<file path="config.mk">
export PLATFORM = sky130hd
export DESIGN_NAME = mem_arbiter_flat
export DESIGN_NICKNAME = d
export VERILOG_FILES = /design/src/rtl/microbio_defs.sv /design/src/rtl/mem_arbiter_if.sv /design/src/rtl/mem_arbiter_rr_pick2.sv /design/src/rtl/mem_arbiter.sv /design/src/flat_wrapper.sv
export SDC_FILE = /design/constraint.sdc
export NUM_CORES = 1
export LEC_CHECK = 0
export CORE_MARGIN = 5
export CORE_UTILIZATION = 35
export DETAILED_ROUTE_END_ITERATION = 10
export GPL_TIMING_DRIVEN = 1
export PLACE_DENSITY_LB_ADDON = 0.12
export SLEW_MARGIN = 10
export SYNTH_ARGS = -nofsm -noshare
export SYNTH_HDL_FRONTEND = slang
export SYNTH_SLANG_ARGS = --single-unit
</file>
<file path="constraint.sdc">
create_clock -name clk -period 3.3 [get_ports clk]
set_clock_uncertainty 0.1 [all_clocks]
set_input_delay 0.825 -clock clk [delete_from_list [all_inputs] [get_ports clk]]
set_output_delay 0.825 -clock clk [all_outputs]
set_load 0.1 [all_outputs]
</file>
<file path="src/rtl/microbio_defs.sv">
// Shared microbio definitions: RAM geometry, arbiter state encoding and request payload.
package microbio_defs;

  localparam int unsigned AW = 9;
  localparam int unsigned DW = 12;

  typedef enum logic [1:0] {
    ST_IDLE   = 2'd0,
    ST_ACCESS = 2'd1,
    ST_DONE   = 2'd2
  } state_e;

  typedef struct packed {
    logic          we;
    logic [AW-1:0] addr;
    logic [DW-1:0] wdata;
  } mem_req_t;

endpackage

</file>
<file path="src/rtl/mem_arbiter_if.sv">
// Bus bundle between loader/CPU requesters, the arbiter and the shared RAM.
interface mem_arbiter_if;
  import microbio_defs::*;

  logic          req0;
  logic          req1;
  logic          we0;
  logic          we1;
  logic [AW-1:0] addr0;
  logic [AW-1:0] addr1;
  logic [DW-1:0] wdata0;
  logic [DW-1:0] wdata1;
  logic          ack0;
  logic          ack1;
  logic [DW-1:0] rdata;
  logic [AW-1:0] mem_addr;
  logic          mem_we;
  logic [DW-1:0] mem_wdata;
  logic [DW-1:0] mem_rdata;
  logic          busy;

  modport slave (
    input  req0, req1, we0, we1, addr0, addr1, wdata0, wdata1, mem_rdata,
    output ack0, ack1, rdata, mem_addr, mem_we, mem_wdata, busy
  );

  modport master (
    output req0, req1, we0, we1, addr0, addr1, wdata0, wdata1, mem_rdata,
    input  ack0, ack1, rdata, mem_addr, mem_we, mem_wdata, busy
  );

endinterface

</file>
<file path="src/rtl/mem_arbiter_rr_pick2.sv">
// Two-way round-robin select; a masked port is ineligible, ties go to the port != last.
module rr_pick2 (
  input  logic       req0,
  input  logic       req1,
  input  logic       last,
  input  logic [1:0] exclude_mask,
  output logic       valid_c,
  output logic       winner_c
);

  logic elig0;
  logic elig1;

  always_comb begin
    elig0    = req0 & ~exclude_mask[0];
    elig1    = req1 & ~exclude_mask[1];
    valid_c  = elig0 | elig1;
    winner_c = (elig0 && elig1) ? ~last : elig1;
  end

endmodule

</file>
<file path="src/rtl/mem_arbiter.sv">
// Round-robin arbiter sharing one synchronous single-port RAM between loader (0) and CPU (1).
module mem_arbiter
  import microbio_defs::*;
(
  input  logic          clk,
  input  logic          rstn,
  mem_arbiter_if.slave  bus
);

  state_e        state_q, state_d;
  logic          owner_q, owner_d;
  logic          last_q, last_d;
  logic          we_q, we_d;
  logic [AW-1:0] mem_addr_q, mem_addr_d;
  logic          mem_we_q, mem_we_d;
  logic [DW-1:0] mem_wdata_q, mem_wdata_d;
  logic [1:0]    ack_q, ack_d;
  logic [DW-1:0] rdata_q, rdata_d;
  logic          busy_q, busy_d;

  logic          pick_valid_c;
  logic          pick_winner_c;
  logic [1:0]    excl_c;
  mem_req_t      sel_c;

  // In DONE the port just served may not win again straight away.
  assign excl_c = (state_q == ST_DONE) ? (owner_q ? 2'b10 : 2'b01) : 2'b00;

  rr_pick2 u_pick (
    .req0         (bus.req0),
    .req1         (bus.req1),
    .last         (last_q),
    .exclude_mask (excl_c),
    .valid_c      (pick_valid_c),
    .winner_c     (pick_winner_c)
  );

  always_comb begin
    sel_c = pick_winner_c ? '{we: bus.we1, addr: bus.addr1, wdata: bus.wdata1}
                          : '{we: bus.we0, addr: bus.addr0, wdata: bus.wdata0};
  end

  always_comb begin
    state_d     = state_q;
    owner_d     = owner_q;
    last_d      = last_q;
    we_d        = we_q;
    mem_addr_d  = mem_addr_q;
    mem_we_d    = 1'b0;
    mem_wdata_d = mem_wdata_q;
    ack_d       = 2'b00;
    rdata_d     = rdata_q;

    case (state_q)
      ST_IDLE: begin
        if (pick_valid_c) begin
          owner_d     = pick_winner_c;
          we_d        = sel_c.we;
          mem_addr_d  = sel_c.addr;
          mem_we_d    = sel_c.we;
          mem_wdata_d = sel_c.wdata;
          state_d     = ST_ACCESS;
        end
      end
      ST_ACCESS: begin
        ack_d   = owner_q ? 2'b10 : 2'b01;
        state_d = ST_DONE;
      end
      ST_DONE: begin
        last_d = owner_q;
        if (!we_q) rdata_d = bus.mem_rdata;
        if (pick_valid_c) begin
          owner_d     = pick_winner_c;
          we_d        = sel_c.we;
          mem_addr_d  = sel_c.addr;
          mem_we_d    = sel_c.we;
          mem_wdata_d = sel_c.wdata;
          state_d     = ST_ACCESS;
        end else begin
          state_d = ST_IDLE;
        end
      end
      default: state_d = ST_IDLE;
    endcase

    busy_d = (state_d != ST_IDLE);
  end

  always_ff @(posedge clk or negedge rstn) begin
    if (!rstn) begin
      state_q     <= ST_IDLE;
      owner_q     <= 1'b0;
      last_q      <= 1'b1;
      we_q        <= 1'b0;
      mem_addr_q  <= '0;
      mem_we_q    <= 1'b0;
      mem_wdata_q <= '0;
      ack_q       <= 2'b00;
      rdata_q     <= '0;
      busy_q      <= 1'b0;
    end else begin
      state_q     <= state_d;
      owner_q     <= owner_d;
      last_q      <= last_d;
      we_q        <= we_d;
      mem_addr_q  <= mem_addr_d;
      mem_we_q    <= mem_we_d;
      mem_wdata_q <= mem_wdata_d;
      ack_q       <= ack_d;
      rdata_q     <= rdata_d;
      busy_q      <= busy_d;
    end
  end

  // RAM output only exists during DONE, so a read's data is forwarded in the ack cycle.
  assign bus.rdata     = (state_q == ST_DONE && !we_q) ? bus.mem_rdata : rdata_q;
  assign bus.ack0      = ack_q[0];
  assign bus.ack1      = ack_q[1];
  assign bus.mem_addr  = mem_addr_q;
  assign bus.mem_we    = mem_we_q;
  assign bus.mem_wdata = mem_wdata_q;
  assign bus.busy      = busy_q;

endmodule

</file>
<file path="src/flat_wrapper.sv">
// flat-port wrapper written by rule: the top's interface ports become plain ports
module mem_arbiter_flat import microbio_defs::*;
  (clk, rstn, bus_req0, bus_req1, bus_we0, bus_we1, bus_addr0, bus_addr1, bus_wdata0, bus_wdata1, bus_mem_rdata, bus_ack0, bus_ack1, bus_rdata, bus_mem_addr, bus_mem_we, bus_mem_wdata, bus_busy);
  mem_arbiter_if bus_i ();
  input  logic clk;
  input  logic rstn;
  input wire logic [$bits(bus_i.req0)-1:0] bus_req0;
  input wire logic [$bits(bus_i.req1)-1:0] bus_req1;
  input wire logic [$bits(bus_i.we0)-1:0] bus_we0;
  input wire logic [$bits(bus_i.we1)-1:0] bus_we1;
  input wire logic [$bits(bus_i.addr0)-1:0] bus_addr0;
  input wire logic [$bits(bus_i.addr1)-1:0] bus_addr1;
  input wire logic [$bits(bus_i.wdata0)-1:0] bus_wdata0;
  input wire logic [$bits(bus_i.wdata1)-1:0] bus_wdata1;
  input wire logic [$bits(bus_i.mem_rdata)-1:0] bus_mem_rdata;
  output wire logic [$bits(bus_i.ack0)-1:0] bus_ack0;
  output wire logic [$bits(bus_i.ack1)-1:0] bus_ack1;
  output wire logic [$bits(bus_i.rdata)-1:0] bus_rdata;
  output wire logic [$bits(bus_i.mem_addr)-1:0] bus_mem_addr;
  output wire logic [$bits(bus_i.mem_we)-1:0] bus_mem_we;
  output wire logic [$bits(bus_i.mem_wdata)-1:0] bus_mem_wdata;
  output wire logic [$bits(bus_i.busy)-1:0] bus_busy;
  assign bus_i.req0 = bus_req0;
  assign bus_i.req1 = bus_req1;
  assign bus_i.we0 = bus_we0;
  assign bus_i.we1 = bus_we1;
  assign bus_i.addr0 = bus_addr0;
  assign bus_i.addr1 = bus_addr1;
  assign bus_i.wdata0 = bus_wdata0;
  assign bus_i.wdata1 = bus_wdata1;
  assign bus_i.mem_rdata = bus_mem_rdata;
  assign bus_ack0 = bus_i.ack0;
  assign bus_ack1 = bus_i.ack1;
  assign bus_rdata = bus_i.rdata;
  assign bus_mem_addr = bus_i.mem_addr;
  assign bus_mem_we = bus_i.mem_we;
  assign bus_mem_wdata = bus_i.mem_wdata;
  assign bus_busy = bus_i.busy;
  mem_arbiter u_core (.clk(clk), .rstn(rstn), .bus(bus_i));
endmodule
</file>
==> results of run 1 <==
-- cells in the mapped netlist, drive strengths merged (2+ instances only) --
master  count  share of area (%)
mux2       55                 33
dfrtp      41                 55
buf         4                2.0
inv         3               0.60
nand2       3               0.60
nor2b       3                1.0
a311oi      2                1.3
nand2b      2               0.80
-- worst reg2reg max path, stage by stage, from the launching register on --
cell and delay, ns:
sky130_fd_sc_hd__dfrtp_1 0.44, sky130_fd_sc_hd__nand2b_2 0.25, sky130_fd_sc_hd__a311o_1 0.37, sky130_fd_sc_hd__buf_4 0.22, sky130_fd_sc_hd__mux2_2 0.31, sky130_fd_sc_hd__mux2_2 0.26
-- worst min path at each step --
| stage | depth (start not counted) | to | startpoint |
|---|---|---|---|
| floorplan | 2 | u_core.last_q | u_core.last_q |
| global placement | 2 | u_core.last_q | u_core.last_q |
| detailed placement | 2 | u_core.last_q | u_core.last_q |
| CTS | 2 | u_core.last_q | u_core.last_q |
| global route | 2 | u_core.last_q | u_core.last_q |
| finish | 2 | u_core.last_q | u_core.last_q |
-- cells by family (layout without fill, tap and decap cells) --
family	Yosys count	in the layout	share of synthesized area [%]
mux	56	56	33.7
flops	42	42	56.3
simple gates	14	14	4.62
buf+inv	8	110	2.81
compound gates	5	5	2.54
-- layer usage --
layer  GRT usage (%)  routed length (µm)  vias to the layer above
met1            15.7                1790                      657
li1                -                   -                      648
met3            6.04                 393                        9
met4            4.90                  82                        0
met5               0                   0                        -
met2            23.4                2320                       57
-- through the flow --
stage | hold WS, ns | cells
after detailed placement | 0.374 | 289
after floorplan | 0.347 | 125
after global routing | 0.408 | 297
final | 0.382 | 297
after CTS | 0.385 | 297
after global placement | 0.365 | 289
-- flip-flops by register name, summed over array words and instances (netlist names) --
register              count
u_core.last_q             1
u_core.ack_q              2
u_core.bus.busy           1
u_core.owner_q            1
u_core.state_q            2
u_core.bus.mem_addr       9
u_core.bus.mem_wdata     12
u_core.rdata_q           12
u_core.we_q               1
u_core.bus.mem_we         1
-- cell type report --
cell class	instances	area [µm²]
Timing Repair Buffer	99	1040
Multi-Input combinational cell	75	774
Inverter	3	11.3
Sequential cell	42	1050
Clock buffer	8	80.1
Tap cell	70	87.6
Fill cell	432	2100
==> flow_summary.json, run 1 <==
{
  "grt_pass1_vias": 1600,
  "seq_area_frac_synth_pct": 56.3,
  "critPathKind": "flip-flop to output port",
  "critPathLaunch": "u_core.state_q[0]",
  "grt_start_max_net_pins": 43,
  "synthesis.area_um2": 1870,
  "cpMaxStageDelayCell": "sky130_fd_sc_hd__dfrtp_1",
  "detailed_place_hpwl_um": 3610,
  "cp_max_fo": 12,
  "cts_max_level": 2,
  "numClockSinks": 42,
  "grt_setup_unrepaired": "false",
  "route.antenna.remaining_nets": 0,
  "drt_pre_antenna_iters": 6,
  "number_of_setup_violations_in_the_final_report": 0,
  "post_drt_via_cell_ratio": 4.62,
  "clock_insertion_delay_worst_skew_ns": 0.28,
  "layout.cells.most_common": "sky130_fd_sc_hd__clkdlybuf4s50_1",
  "totalWireLength_um": 4590,
  "number_of_standard_cells_after_synthesis": 125,
  "die_area_um2": 6900,
  "vias": 1371,
  "dpl-instance-area_um2": 2960,
  "coreArea_um2": 5140,
  "cts.hold.buffers_added": 0,
  "place_ws_ns": 0.551,
  "cp_peak_stage_delay_ns": 0.44,
  "fmax_mhz": 360,
  "post_synth.cell_area_avg_um2": 14.9,
  "worst_margin_pin_slew_ns": 0.919,
  "die_y_um": 83.1,
  "globalRouteTotalUtil_pct": 13.9,
  "r2r-end": "u_core.bus.mem_addr[1]",
  "io_pins": 97,
  "start_util_pct": 36.3,
  "cts.root.buffer_cell": "sky130_fd_sc_hd__clkbuf_8",
  "mostFrequentLayoutCells": "sky130_fd_sc_hd__clkdlybuf4s50_1, sky130_fd_sc_hd__mux2_2, sky130_fd_sc_hd__dfrtp_1, sky130_fd_sc_hd__buf_4, sky130_fd_sc_hd__buf_12",
  "antenna-diode-count": 0,
  "critical_path_buf_inv_count": 2,
  "post_synthesis_net_count": 185,
  "min_path_type": "flip-flop to flip-flop",
  "fp.dieW_um": 83.1,
  "report.final.slew_viol_count": 0,
  "ys.warnings.count": 0,
  "synth_top_flop_cell": "sky130_fd_sc_hd__dfrtp_1",
  "cts_tree": "built",
  "place.port_buffers": 96,
  "cp.arrival_ns": 1.85,
  "clkTransAtPathRegs_ns": 0.07,
  "drt-wirelength-per-cell_um": 15.5,
  "result_of_the_run": "finished clean",
  "end_kind": "output port",
  "first_iter_violations": 47,
  "cts-resized-gates": 0,
  "ff2ff_setup_slack_ns": 1.24,
  "gpl.final_weighted_congestion": 0.673,
  "cpLargestDelayFamily": "flip-flops",
  "ctsLongestPathBuffers": 2,
  "r2r_cells": 5,
  "cts_setup_buffers": 0,
  "layout_area_overhead_pct": 62.8,
  "cp-endpoint": "bus_rdata[3]",
  "critPathRequiredTime_ns": 2.37,
  "worst_setup_start_kind": "flip-flop",
  "final_period_minus_worst_setup_slack_ns": 2.78,
  "synth-edff-count": 0,
  "drcViolationCount": 0,
  "setup_tns_ns": 0,
  "cts_buffers": 5,
  "ys_types": 23,
  "worst-path-stages": 5,
  "layout.cell_area.non_filler_um2": 3040,
  "fp-row-count": 26,
  "period_share_pct": 84.1,
  "antenna_violations_before_repair": 0,
  "final_critical_path_setup_slack_ns": 0.524,
  "synth_seq_cells": 42,
  "post_route_cells_drive_above_1_share_pct": 46.3,
  "hold_violations": 0,
  "reg2reg_from": "u_core.state_q[0]",
  "critical_path.cell_chain": "nand2b_2 -> nor2_1 -> buf_4 -> mux2_2 -> buf_12",
  "grt_first_pass_wirelength_um": 7840,
  "drv_cap": 0,
  "fin_util_pct": 59.2,
  "relSlewSlack_pct": 38.7,
  "grt_remaining_overflow": 0,
  "layout.nets": 286,
  "synth_async_sr_flop_share_pct": 100
}
Power of run 1 is left out: the tool's default activity adds up to more than one toggle a clock period on the data nets, which glitch-free logic cannot reach.
==> run 2: changes to the inputs <==
- clock period: 3.3 -> 2.5 ns (I/O delays scaled with it)
==> flow_summary.json, run 2 (same netlist as run 1, synthesis figures left out) <==
{
  "result_of_the_run": "finished clean",
  "clock_insertion_delay_worst_skew_ns": 0.29,
  "io_pins": 97,
  "layout.filler_cells": 425,
  "final_period_minus_worst_setup_slack_ns": 2.40,
  "grt_start_max_net_pins": 28,
  "cp.arrival_ns": 1.68,
  "critPathRequiredTime_ns": 1.77,
  "hold_violations": 0,
  "cts_tree": "built",
  "vias": 1381,
  "place.port_buffers": 96,
  "coreArea_um2": 5140,
  "drt-wirelength-per-cell_um": 15.8,
  "post_route_cells_drive_above_1_share_pct": 48.9,
  "hold_slack_ns": 0.246,
  "multiInputGateArea_um2": 787,
  "antenna_violations_before_repair": 0,
  "grt_pass1_vias": 1617,
  "layout_area_overhead_pct": 67.5,
  "fp-row-count": 26,
  "fmax_mhz": 416,
  "relSlewSlack_pct": 58.5,
  "detailed_place_hpwl_um": 3730,
  "critical_path_buf_inv_count": 2,
  "critPathKind": "flip-flop to output port",
  "cts_buffers": 5,
  "cts.root.buffer_cell": "sky130_fd_sc_hd__clkbuf_8",
  "grt_setup_unrepaired": "false",
  "drt_pre_antenna_iters": 2,
  "cpMaxStageDelayCell": "sky130_fd_sc_hd__dfrtp_2",
  "drcViolationCount": 0,
  "die_y_um": 83.1,
  "layout.cells.most_common": "sky130_fd_sc_hd__clkdlybuf4s50_1",
  "clkTransAtPathRegs_ns": 0.08,
  "numClockSinks": 42,
  "layout.cell_area.non_filler_um2": 3130,
  "start_util_pct": 36.3,
  "totalWireLength_um": 4760,
  "fp.dieW_um": 83.1,
  "period_share_pct": 96.1,
  "cpLargestDelayFamily": "flip-flops",
  "cp_peak_stage_delay_ns": 0.47,
  "worst_margin_pin_slew_ns": 0.622,
  "storage_cell_area_um2": 1050,
  "post_drt_via_cell_ratio": 4.59,
  "cts_max_level": 2,
  "drv_cap": 0,
  "report.final.slew_viol_count": 0,
  "route.antenna.remaining_nets": 0,
  "dpl-instance-area_um2": 3000,
  "ctsLongestPathBuffers": 2,
  "number_of_setup_violations_in_the_final_report": 0,
  "setup_tns_ns": 0,
  "antenna-diode-count": 0,
  "die_area_um2": 6900,
  "layout.nets": 290,
  "cp_max_fo": 6,
  "grt_first_pass_wirelength_um": 7630,
  "grt_remaining_overflow": 0,
  "first_iter_violations": 20,
  "worst_setup_start_kind": "flip-flop",
  "mostFrequentLayoutCells": "sky130_fd_sc_hd__clkdlybuf4s50_1, sky130_fd_sc_hd__mux2_2, sky130_fd_sc_hd__dfrtp_1, sky130_fd_sc_hd__buf_4, sky130_fd_sc_hd__buf_12",
  "cts.hold.buffers_added": 0,
  "end_kind": "output port",
  "gpl.final_weighted_congestion": 0.768,
  "globalRouteTotalUtil_pct": 13.6,
  "critical_path.cell_chain": "nand2b_4 -> nor2_4 -> buf_6 -> mux2_2 -> buf_12",
  "min_path_type": "input port to async pin"
}
-- run 2: metrics by stage --
step / worst slack [ns] / instances / util, %
6_report: 0.0979 / 301 / 60.9
5_1_grt: 0.0297 / 301 / 60.9
4_1_cts: 0.0115 / 300 / 60.4
3_5_place_dp: 0.0175 / 291 / 58.4
3_3_place_gp: 0.0714 / 291 / 58.4
2_1_floorplan: 0.0635 / 125 / -
-- run 2: timing repair --
action,in CTS,in global routing
setup endpoints to repair,12,12
gates cloned,0,1
gates resized for setup,2,6
setup buffers,1,0
-- run 2: final cells by class --
type	instances	area share (%)
Sequential cell	42	33.7
Multi-Input combinational cell	75	25.1
Timing Repair Buffer	103	35.1
Tap cell	70	2.80
Clock inverter	1	0.160
Clock buffer	7	2.76
Inverter	3	0.360
-- run 2: path summary, 6_finish.rpt --
path	from	slack (ns)	end	depth (start not counted)
min in group clk	u_core.last_q	0.38	u_core.last_q	2
worst max-delay path	u_core.state_q[1]	0.1	bus_rdata[1]	5
max in group asynchronous	rstn	1.39	u_core.bus.mem_addr[1]	2
worst min register to register	u_core.last_q	0.38	u_core.last_q	2
worst max register to register	u_core.owner_q	0.50	u_core.bus.mem_wdata[3]	5
worst min-delay path	rstn	0.25	u_core.bus.mem_wdata[9]	1
-- run 2: worst reg2reg max path: stages (launching register included) --
cell and delay [ns]:
sky130_fd_sc_hd__dfrtp_1 0.47, sky130_fd_sc_hd__and3b_1 0.24, sky130_fd_sc_hd__a311o_1 0.36, sky130_fd_sc_hd__buf_12 0.17, sky130_fd_sc_hd__mux2_2 0.28, sky130_fd_sc_hd__mux2_2 0.26
-- run 2: routing by layer --
| metal | GRT usage (%) | up-vias | part of all wire [%] |
|---|---|---|---|
| li1 | - | 652 | - |
| met2 | 26.0 | 52 | 55 |
| met1 | 13.3 | 669 | 35 |
| met3 | 5.25 | 8 | 7.9 |
| met5 | 0 | - | 0 |
| met4 | 4.46 | 0 | 1.1 |
Power of run 2 is left out for the same reason.
